**src/rtl/lapido_pkg.sv**
```systemverilog
// Shared constants for the ALU issue sequencer: opcodes, instruction fields,
// FSM states, flag positions and the opcode-class decoder.
package lapido_pkg;

    localparam logic [4:0] OP_ADD    = 5'b00000;
    localparam logic [4:0] OP_ADDINC = 5'b00001;
    localparam logic [4:0] OP_BEQ    = 5'b00010;
    localparam logic [4:0] OP_INCA   = 5'b00011;
    localparam logic [4:0] OP_SUB    = 5'b00100;
    localparam logic [4:0] OP_AND    = 5'b00101;
    localparam logic [4:0] OP_OR     = 5'b00110;
    localparam logic [4:0] OP_BNE    = 5'b00111;
    localparam logic [4:0] OP_XOR    = 5'b01000;
    localparam logic [4:0] OP_NOT    = 5'b01001;
    localparam logic [4:0] OP_JUMP   = 5'b01010;
    localparam logic [4:0] OP_SHL    = 5'b01011;
    localparam logic [4:0] OP_SHR    = 5'b01100;
    localparam logic [4:0] OP_UND0   = 5'b01101;
    localparam logic [4:0] OP_UND1   = 5'b01110;
    localparam logic [4:0] OP_UND2   = 5'b01111;
    localparam logic [4:0] OP_ZEROS  = 5'b10000;

    localparam int OPC_LSB = 27;
    localparam int RD_LSB  = 23;
    localparam int RS_LSB  = 19;
    localparam int RT_LSB  = 15;

    localparam int FLAG_ZERO  = 0;
    localparam int FLAG_CARRY = 1;
    localparam int FLAG_OVF   = 2;

    typedef enum logic [1:0] {
        ST_IDLE   = 2'd0,
        ST_ISSUE  = 2'd1,
        ST_SAMPLE = 2'd2,
        ST_COMMIT = 2'd3
    } seq_state_t;

    typedef enum logic [1:0] {
        CLS_OTHER  = 2'd0,
        CLS_ARITH  = 2'd1,
        CLS_BRANCH = 2'd2,
        CLS_UNDEF  = 2'd3
    } op_class_t;

    function automatic op_class_t op_class(input logic [4:0] op);
        op_class_t cls;
        case (op)
            OP_BEQ, OP_BNE, OP_JUMP:    cls = CLS_BRANCH;
            OP_ADD, OP_ADDINC, OP_INCA: cls = CLS_ARITH;
            OP_UND0, OP_UND1, OP_UND2:  cls = CLS_UNDEF;
            default:                    cls = CLS_OTHER;
        endcase
        return cls;
    endfunction

endpackage

```
**src/rtl/ula_regbank.sv**
```systemverilog
// Private register bank: two combinational read ports, one synchronous write
// port; R0 always reads as zero and is never written.
module ula_regbank
    import lapido_pkg::*;
#(
    parameter int NREG   = 16,
    parameter int DATA_W = 32,
    localparam int AW    = $clog2(NREG)
) (
    input  logic              clock,
    input  logic              reset,
    input  logic              we,
    input  logic [AW-1:0]     waddr,
    input  logic [DATA_W-1:0] wdata,
    input  logic [AW-1:0]     raddr_a,
    output logic [DATA_W-1:0] rdata_a,
    input  logic [AW-1:0]     raddr_b,
    output logic [DATA_W-1:0] rdata_b
);

    logic [DATA_W-1:0] regs_r [NREG];

    // Register storage with synchronous clear; writes to R0 are dropped.
    always_ff @(posedge clock) begin
        if (reset) begin
            for (int i = 0; i < NREG; i++) begin
                regs_r[i] <= '0;
            end
        end else if (we && (waddr != '0)) begin
            regs_r[waddr] <= wdata;
        end
    end

    assign rdata_a = (raddr_a == '0) ? '0 : regs_r[raddr_a];
    assign rdata_b = (raddr_b == '0) ? '0 : regs_r[raddr_b];

endmodule

```
**src/rtl/ula_seq.sv**
```systemverilog
// Multi-cycle issue sequencer in front of the ALU: accept, issue operands,
// sample result and flags, then commit a register write or a branch outcome.
module ula_seq
    import lapido_pkg::*;
#(
    parameter int NREG   = 16,
    parameter int DATA_W = 32,
    localparam int AW    = $clog2(NREG)
) (
    input  logic              clock,
    input  logic              reset,
    input  logic              instr_valid,
    output logic              instr_ready,
    input  logic [31:0]       instr,
    output logic [DATA_W-1:0] alu_a,
    output logic [DATA_W-1:0] alu_b,
    output logic [4:0]        alu_opcode,
    input  logic [DATA_W-1:0] alu_out,
    input  logic              alu_zero,
    input  logic              alu_carry,
    input  logic              alu_overflow,
    output logic              wb_valid,
    output logic [AW-1:0]     wb_addr,
    output logic [DATA_W-1:0] wb_data,
    output logic [2:0]        flags,
    output logic              branch_valid,
    output logic              branch_taken,
    output logic              busy
);

    seq_state_t        state_r;
    logic [4:0]        opc_r;
    logic [AW-1:0]     rd_r;
    logic [DATA_W-1:0] op_a_r;
    logic [DATA_W-1:0] op_b_r;
    logic [DATA_W-1:0] res_r;
    logic              zero_r;
    logic              carry_r;
    logic              ovf_r;

    logic [DATA_W-1:0] rdata_a_s;
    logic [DATA_W-1:0] rdata_b_s;
    op_class_t         cls_s;
    logic              we_s;
    logic              unused_bits_s;

    assign unused_bits_s = ^instr[14:0];
    assign cls_s         = op_class(opc_r);
    assign we_s          = (state_r == ST_COMMIT)
                         && ((cls_s == CLS_ARITH) || (cls_s == CLS_OTHER))
                         && (rd_r != '0);

    // Operands are read straight from the incoming word so they are ready at accept.
    ula_regbank #(
        .NREG   (NREG),
        .DATA_W (DATA_W)
    ) u_regbank (
        .clock   (clock),
        .reset   (reset),
        .we      (we_s),
        .waddr   (rd_r),
        .wdata   (res_r),
        .raddr_a (instr[RS_LSB +: AW]),
        .rdata_a (rdata_a_s),
        .raddr_b (instr[RT_LSB +: AW]),
        .rdata_b (rdata_b_s)
    );

    // Sequencer FSM with all outputs registered.
    always_ff @(posedge clock) begin
        if (reset) begin
            state_r      <= ST_IDLE;
            opc_r        <= OP_ZEROS;
            rd_r         <= '0;
            op_a_r       <= '0;
            op_b_r       <= '0;
            res_r        <= '0;
            zero_r       <= 1'b0;
            carry_r      <= 1'b0;
            ovf_r        <= 1'b0;
            instr_ready  <= 1'b1;
            busy         <= 1'b0;
            alu_a        <= '0;
            alu_b        <= '0;
            alu_opcode   <= OP_ZEROS;
            wb_valid     <= 1'b0;
            wb_addr      <= '0;
            wb_data      <= '0;
            flags        <= 3'b000;
            branch_valid <= 1'b0;
            branch_taken <= 1'b0;
        end else begin
            wb_valid     <= 1'b0;
            branch_valid <= 1'b0;
            case (state_r)
                ST_IDLE: begin
                    if (instr_valid) begin
                        opc_r       <= instr[OPC_LSB +: 5];
                        rd_r        <= instr[RD_LSB +: AW];
                        op_a_r      <= rdata_a_s;
                        op_b_r      <= rdata_b_s;
                        instr_ready <= 1'b0;
                        busy        <= 1'b1;
                        state_r     <= ST_ISSUE;
                    end
                end
                ST_ISSUE: begin
                    alu_a      <= op_a_r;
                    alu_b      <= op_b_r;
                    alu_opcode <= opc_r;
                    state_r    <= ST_SAMPLE;
                end
                ST_SAMPLE: begin
                    res_r   <= alu_out;
                    zero_r  <= alu_zero;
                    carry_r <= alu_carry;
                    ovf_r   <= alu_overflow;
                    state_r <= ST_COMMIT;
                end
                ST_COMMIT: begin
                    case (cls_s)
                        CLS_BRANCH: begin
                            branch_valid     <= 1'b1;
                            branch_taken     <= zero_r;
                            flags[FLAG_ZERO] <= zero_r;
                        end
                        CLS_ARITH: begin
                            flags[FLAG_CARRY] <= flags[FLAG_CARRY] | carry_r;
                            flags[FLAG_OVF]   <= flags[FLAG_OVF] | ovf_r;
                        end
                        default: begin
                        end
                    endcase
                    if (we_s) begin
                        wb_valid <= 1'b1;
                        wb_addr  <= rd_r;
                        wb_data  <= res_r;
                    end
                    instr_ready <= 1'b1;
                    busy        <= 1'b0;
                    state_r     <= ST_IDLE;
                end
                default: begin
                    instr_ready <= 1'b1;
                    busy        <= 1'b0;
                    state_r     <= ST_IDLE;
                end
            endcase
        end
    end

endmodule

```
**config.mk**
```make
export PLATFORM = sky130hd
export DESIGN_NAME = ula_seq
export DESIGN_NICKNAME = d
export VERILOG_FILES = /design/src/rtl/lapido_pkg.sv /design/src/rtl/ula_regbank.sv /design/src/rtl/ula_seq.sv
export SDC_FILE = /design/constraint.sdc
export NUM_CORES = 1
export LEC_CHECK = 0
export CELL_PAD_IN_SITES_DETAIL_PLACEMENT = 2
export CELL_PAD_IN_SITES_GLOBAL_PLACEMENT = 2
export CORE_UTILIZATION = 40
export DETAILED_ROUTE_END_ITERATION = 12
export PLACE_DENSITY = 0.73
export SLEW_MARGIN = 20
export SYNTH_ARGS = -nofsm -noshare
export SYNTH_HDL_FRONTEND = slang
export SYNTH_SLANG_ARGS = --single-unit
```
**constraint.sdc**
```tcl
create_clock -name clock -period 3.3 [get_ports clock]
set_input_delay 0.66 -clock clock [delete_from_list [all_inputs] [get_ports clock]]
set_output_delay 0.66 -clock clock [all_outputs]
set_load 0.01 [all_outputs]
```
* Word-level counts from Yosys, hierarchy flattened *
Memory sizes are Yosys's and may differ from the RTL's. A register that Yosys moved wholly into a read port is not among the register bits.
Index checks and enable logic that the tools add are counted.

cells by class
  add/subtract/negate cells = 0
  multiply operators = 0
  divide/modulo/power cells = 0
  order comparisons = 0
  equal/unequal tests = 6
  shift-type cells = 0
  multiplexer cells = 21
  bitwise operators = 3
  reductions and logical operators = 17

operators with widths
  kind                                                 count
  2-to-1 mux 32 bit                                    3
  OR reduction 32 bit                                  1
  2-to-1 mux 4 bit                                     3
  2-to-1 mux 1 bit                                     10
  AND reduction 2 bit                                  5
  logical NOT 4 bit                                    2
  case mux 2 bit (4 select lines)                      1
  equality test 2 bit, second input constant           3
  equality test 2 x 1 -> 1 bit, second input constant  2
  logical NOT 2 bit                                    2
  2-to-1 mux 2 bit                                     2
  case mux 1 bit (2 select lines)                      2
  nonzero test 4 bit                                   1
  logical AND 1 bit                                    3
  inequality test 2 bit, second input constant         1
  OR 1 bit                                             2
  nonzero test 2 bit                                   1
  OR reduction 2 bit                                   1
  logical OR 1 bit                                     1
  inverter 1 bit                                       1

word-level totals
  register bits after elaboration = 222
  bits in latches = 0
  memory bits (writable) = 512
  ROM bits = 32
  output and inout port bits = 113
  memories kept = 2

memories
  memory            depth  bits a word  rd ports  clocked after Yosys merged registers in  wr ports  RTL line           source
  u_regbank.regs_r  16     32           2         0                                        16        ula_regbank.sv:21  logic [DATA_W-1:0] regs_r [NREG];
  (no name shown)   16     2            1         1                                        0         lapido_pkg.sv:48   case (op)

* Logic depth before layout (Yosys ltp) *
  depth in word-level cells = 11
  depth in mapped cells = 8
  mapped depth without buffers = 6

* Hierarchy *
From an unflattened synthesis, not the netlist that was laid out.

unflattened totals
  cell total of the unflattened synthesis = 2,698
  area total of the unflattened synthesis = 33,584.7 µm²

modules (own cells, without submodules)
  module       times used  cells each  area each (µm²)  seq. area each (µm²)
  ula_regbank  1           1,833       25,602.1         14,443.9
  ula_seq      1           865         7,982.7          4,484.3

* Worst setup path before layout *
No wires, ideal clock.

  path kind = input to register
  from = input reset
  to = memory u_regbank.regs_r[7][0], enable pin
  library setup time = 0.375 ns
  arrival = 1.943 ns
  data required time = 2.925 ns
  path slack = 0.983 ns
  stages on the path = 4
  buffers on the path = 1
  path through = buf_2 > or3b_1 > nor2_1 > or2_2

RTL lines
  item                RTL line           source
  start: declaration  ula_seq.sv:11      input logic reset,
  end: declaration    ula_regbank.sv:21

==> metrics.yaml <==
cts:
  cts_max_path_buffers: 3
  cts-resized-gates: 0
  cts_root_buf: "clkbuf_16"
  clock_sinks: 736
  clock_latency_ps: 630
  h-tree-depth: 3
  cts_buffers: 83
  cts_tree: "built"
  postCtsSetupBuffers: 0
  cts_hold_buf: 0
  clk_pin_slew_ps: 60
placed_design:
  place_area_mm2: 0.0377
  post-place-ws_ps: 456
  place.port_buffers: 167
  gp_congestion: 0.755
  hpwl_um: 67900
synth:
  synth_top_area_share_pct: 44.7
  yosys-top-cells-area: "edfxtp_1 (45%), mux4_2 (17%), dfxtp_1 (13%)"
  synth_seq_area_share_pct: 57.7
  synth_top_cell_by_area: "edfxtp_1"
  synth_cells: 2377
  async_flop_share_pct: 0
  ys.flop_type: "edfxtp_1"
  synth_cell_types: 46
  synth_area_per_cell_um2: 14.5
  synth_edf_count: 512
  synth_warnings: 0
  ys_seq_elements: 736
  netlist_area_mm2: 0.0344
grt:
  grt_overflow_total: 0
  grt_pass1_wl_um: 162000
  antenna_found_initial: 4
  grt_pass1_vias: 24400
  grt_use_total_pct: 25.8
  grt_max_degree: 97
critical_path:
  critPathLaunchType: "flip-flop"
  worst_ep_arrival_time_ps: 2870
  crit_buf_inv: 1
  required_ps: 3560
  cpLargestDelayFamily: "simple AND/OR/NAND/NOR gates"
  ff2ff_path_depth: 5
  cp.depth: 5
  critical_path_class: "reg -> reg"
  path_cells: "ha_1 -> nand3_1 -> nor2_2 -> or2_2 -> buf_4"
  path_max_fanout: 21
  cpPeakStageDelay_ps: 520
  cp-end-kind: "flip-flop"
  rrSetupSlack_ps: 690
  cp_slowest_cell: "buf_4"
detailed_routing:
  dr.pass1.iters: 5
  drt-vias-per-instance: 5.74
  num_vias: 21500
  drt_iter0_drc: 1486
  wl_um: 110000
  postRouteAntennaNets: 0
  route.detailed.drc: 0
  wire_per_inst_um: 29.5
job:
  drv_cap: 0
hold_path:
  hold_class: "reg -> reg"
  hold_path_depth: 2
die:
  dieArea_mm2: 0.0872
  design.core.area_mm2: 0.0851
  io_pins: 183
  initial_core_util_pct: 40.4
  chipWidth_um: 295
  die_h_um: 295
  rows: 107
layout:
  multiInputGateArea_mm2: 0.0136
  drive_above_1_share_pct: 20.1
  nFillCells: 8017
  fin_area_mm2: 0.0403
  area_growth_pct: 17.1
  register_area_mm2: 0.0199
  final_util_pct: 47.3
  nets: 2607
sta:
  slew_violations: 0
  finalHoldViolations: 0
  fmax_mhz: 383
  post-route-period-util_pct: 79.1
  setup_slack_ps: 690
  finalSetupViolCount: 0
  setup_tns_ps: 0
  rsz0062_at_grt: "false"
  relSlewSlack_pct: 40.7
  min_period_ps: 2610
  worst_pin_slew_ps: 889
  skew_ps: 21.1
power:
  finalPower_uw: 23000
  leakage_uw: 0.0144
  power_density_mw_per_mm2: 572
  peakVddDrop_uv: 351
run_status:
  status: "finished clean"
[cells by family (layout without fill, tap and decap cells)]
kind of cell               count (synthesis)  in the layout  synth area share [%]
xor gates and xnor gates                   2              2                0.0509
AOI/OAI and AO/OA                        124            124                  2.68
muxes                                    489            489                  23.5
DFF                                      736            736                  57.7
other                                      1             33                0.0109
buffers and inverters                    219            410                  3.15
adders and majority gates                  5              5                 0.182
and+or+nand+nor                          801            801                  12.6
[layout by cell type (no fill, tap or decap), types with 5 or more instances in the layout]
cell and count:
a21oi_1 41, a21oi_2 5, and2_1 483, buf_12 33, buf_4 56, clkbuf_1 25
clkbuf_16 85, clkbuf_8 17, clkdlybuf4s50_1 160, clkinv_1 5, clkinv_2 14, conb_1 32
dfxtp_1 224, edfxtp_1 512, mux2i_1 233, mux4_2 256, nand2_1 140, nand2_2 5
nand3_1 5, nor2_1 115, nor2_2 15, o221ai_1 64, or2_2 14
[worst register-to-register path, delay by kind of cell, from the launching register on]
kind          cells  cell delay [ps]
buf+inv           1              530
flops             1              400
simple gates      3             1010
fa+ha+maj         1              270
[stage by stage]
step | std cells | hold slack [ps]
final | 3744 | 459
after global routing | 3743 | 481
after CTS | 3742 | 464
after detailed placement | 3590 | 453
after global placement | 3590 | 443
after floorplan | 2408 | 414
[sequential cells by signal (all words and copies together), names as in the netlist, named ones only]
signal            flops
alu_a                32
alu_b                32
alu_opcode            5
branch_taken          1
branch_valid          1
busy                  1
carry_r               1
flags                 2
instr_ready           1
op_a_r               32
op_b_r               32
opc_r                 5
ovf_r                 1
rd_r                  4
res_r                32
state_r               2
u_regbank.regs_r    512
wb_addr               4
wb_data              32
wb_valid              1
zero_r                1
[final cells by class]
cell class,count,area share (%)
diodes,1,0.00622
repair buffers,254,6.81
flip-flops and latches,736,49.3
well taps,1144,3.56
clock buffers,129,6.12
inverters,4,0.0373
clock inverters,23,0.295
multi-input cells,1453,33.9
[worst paths after layout]
kind	from	endpoint
setup / recovery	state_r[0]$_SDFFE_PP0P_	u_regbank.regs_r[8][12]$_SDFFCE_PN0P_
hold / removal	wb_data[4]$_SDFFE_PP0P_	wb_data[4]$_SDFFE_PP0P_
setup reg to reg	state_r[0]$_SDFFE_PP0P_	u_regbank.regs_r[8][12]$_SDFFCE_PN0P_
hold reg to reg	wb_data[4]$_SDFFE_PP0P_	wb_data[4]$_SDFFE_PP0P_
[cell usage after synthesis, types with 12 or more instances]
library cell  count
a21oi_1          41
and2_1          483
buf_2            72
buf_6            18
clkbuf_1        105
clkbuf_2         12
dfxtp_1         224
edfxtp_1        512
mux2i_1         233
mux4_2          256
nand2_1         140
nor2_1          130
o221ai_1         64
or2_2            15
[layer usage]
layer	vias to the layer above	share of wire (%)	global-route usage (%)
met4	2	2.5	7.44
li1	9138	-	-
met2	722	51	45.5
met3	175	6.0	4.06
met5	-	0.012	0
met1	11500	40	32.6
[where the power goes]
part           internal (uW)  switching [uW]  total, uW
clock network           5120            3830       8950
registers              10400             651      11000
logic                   1350            1680       3030
(Power assumes the default switching activity.)
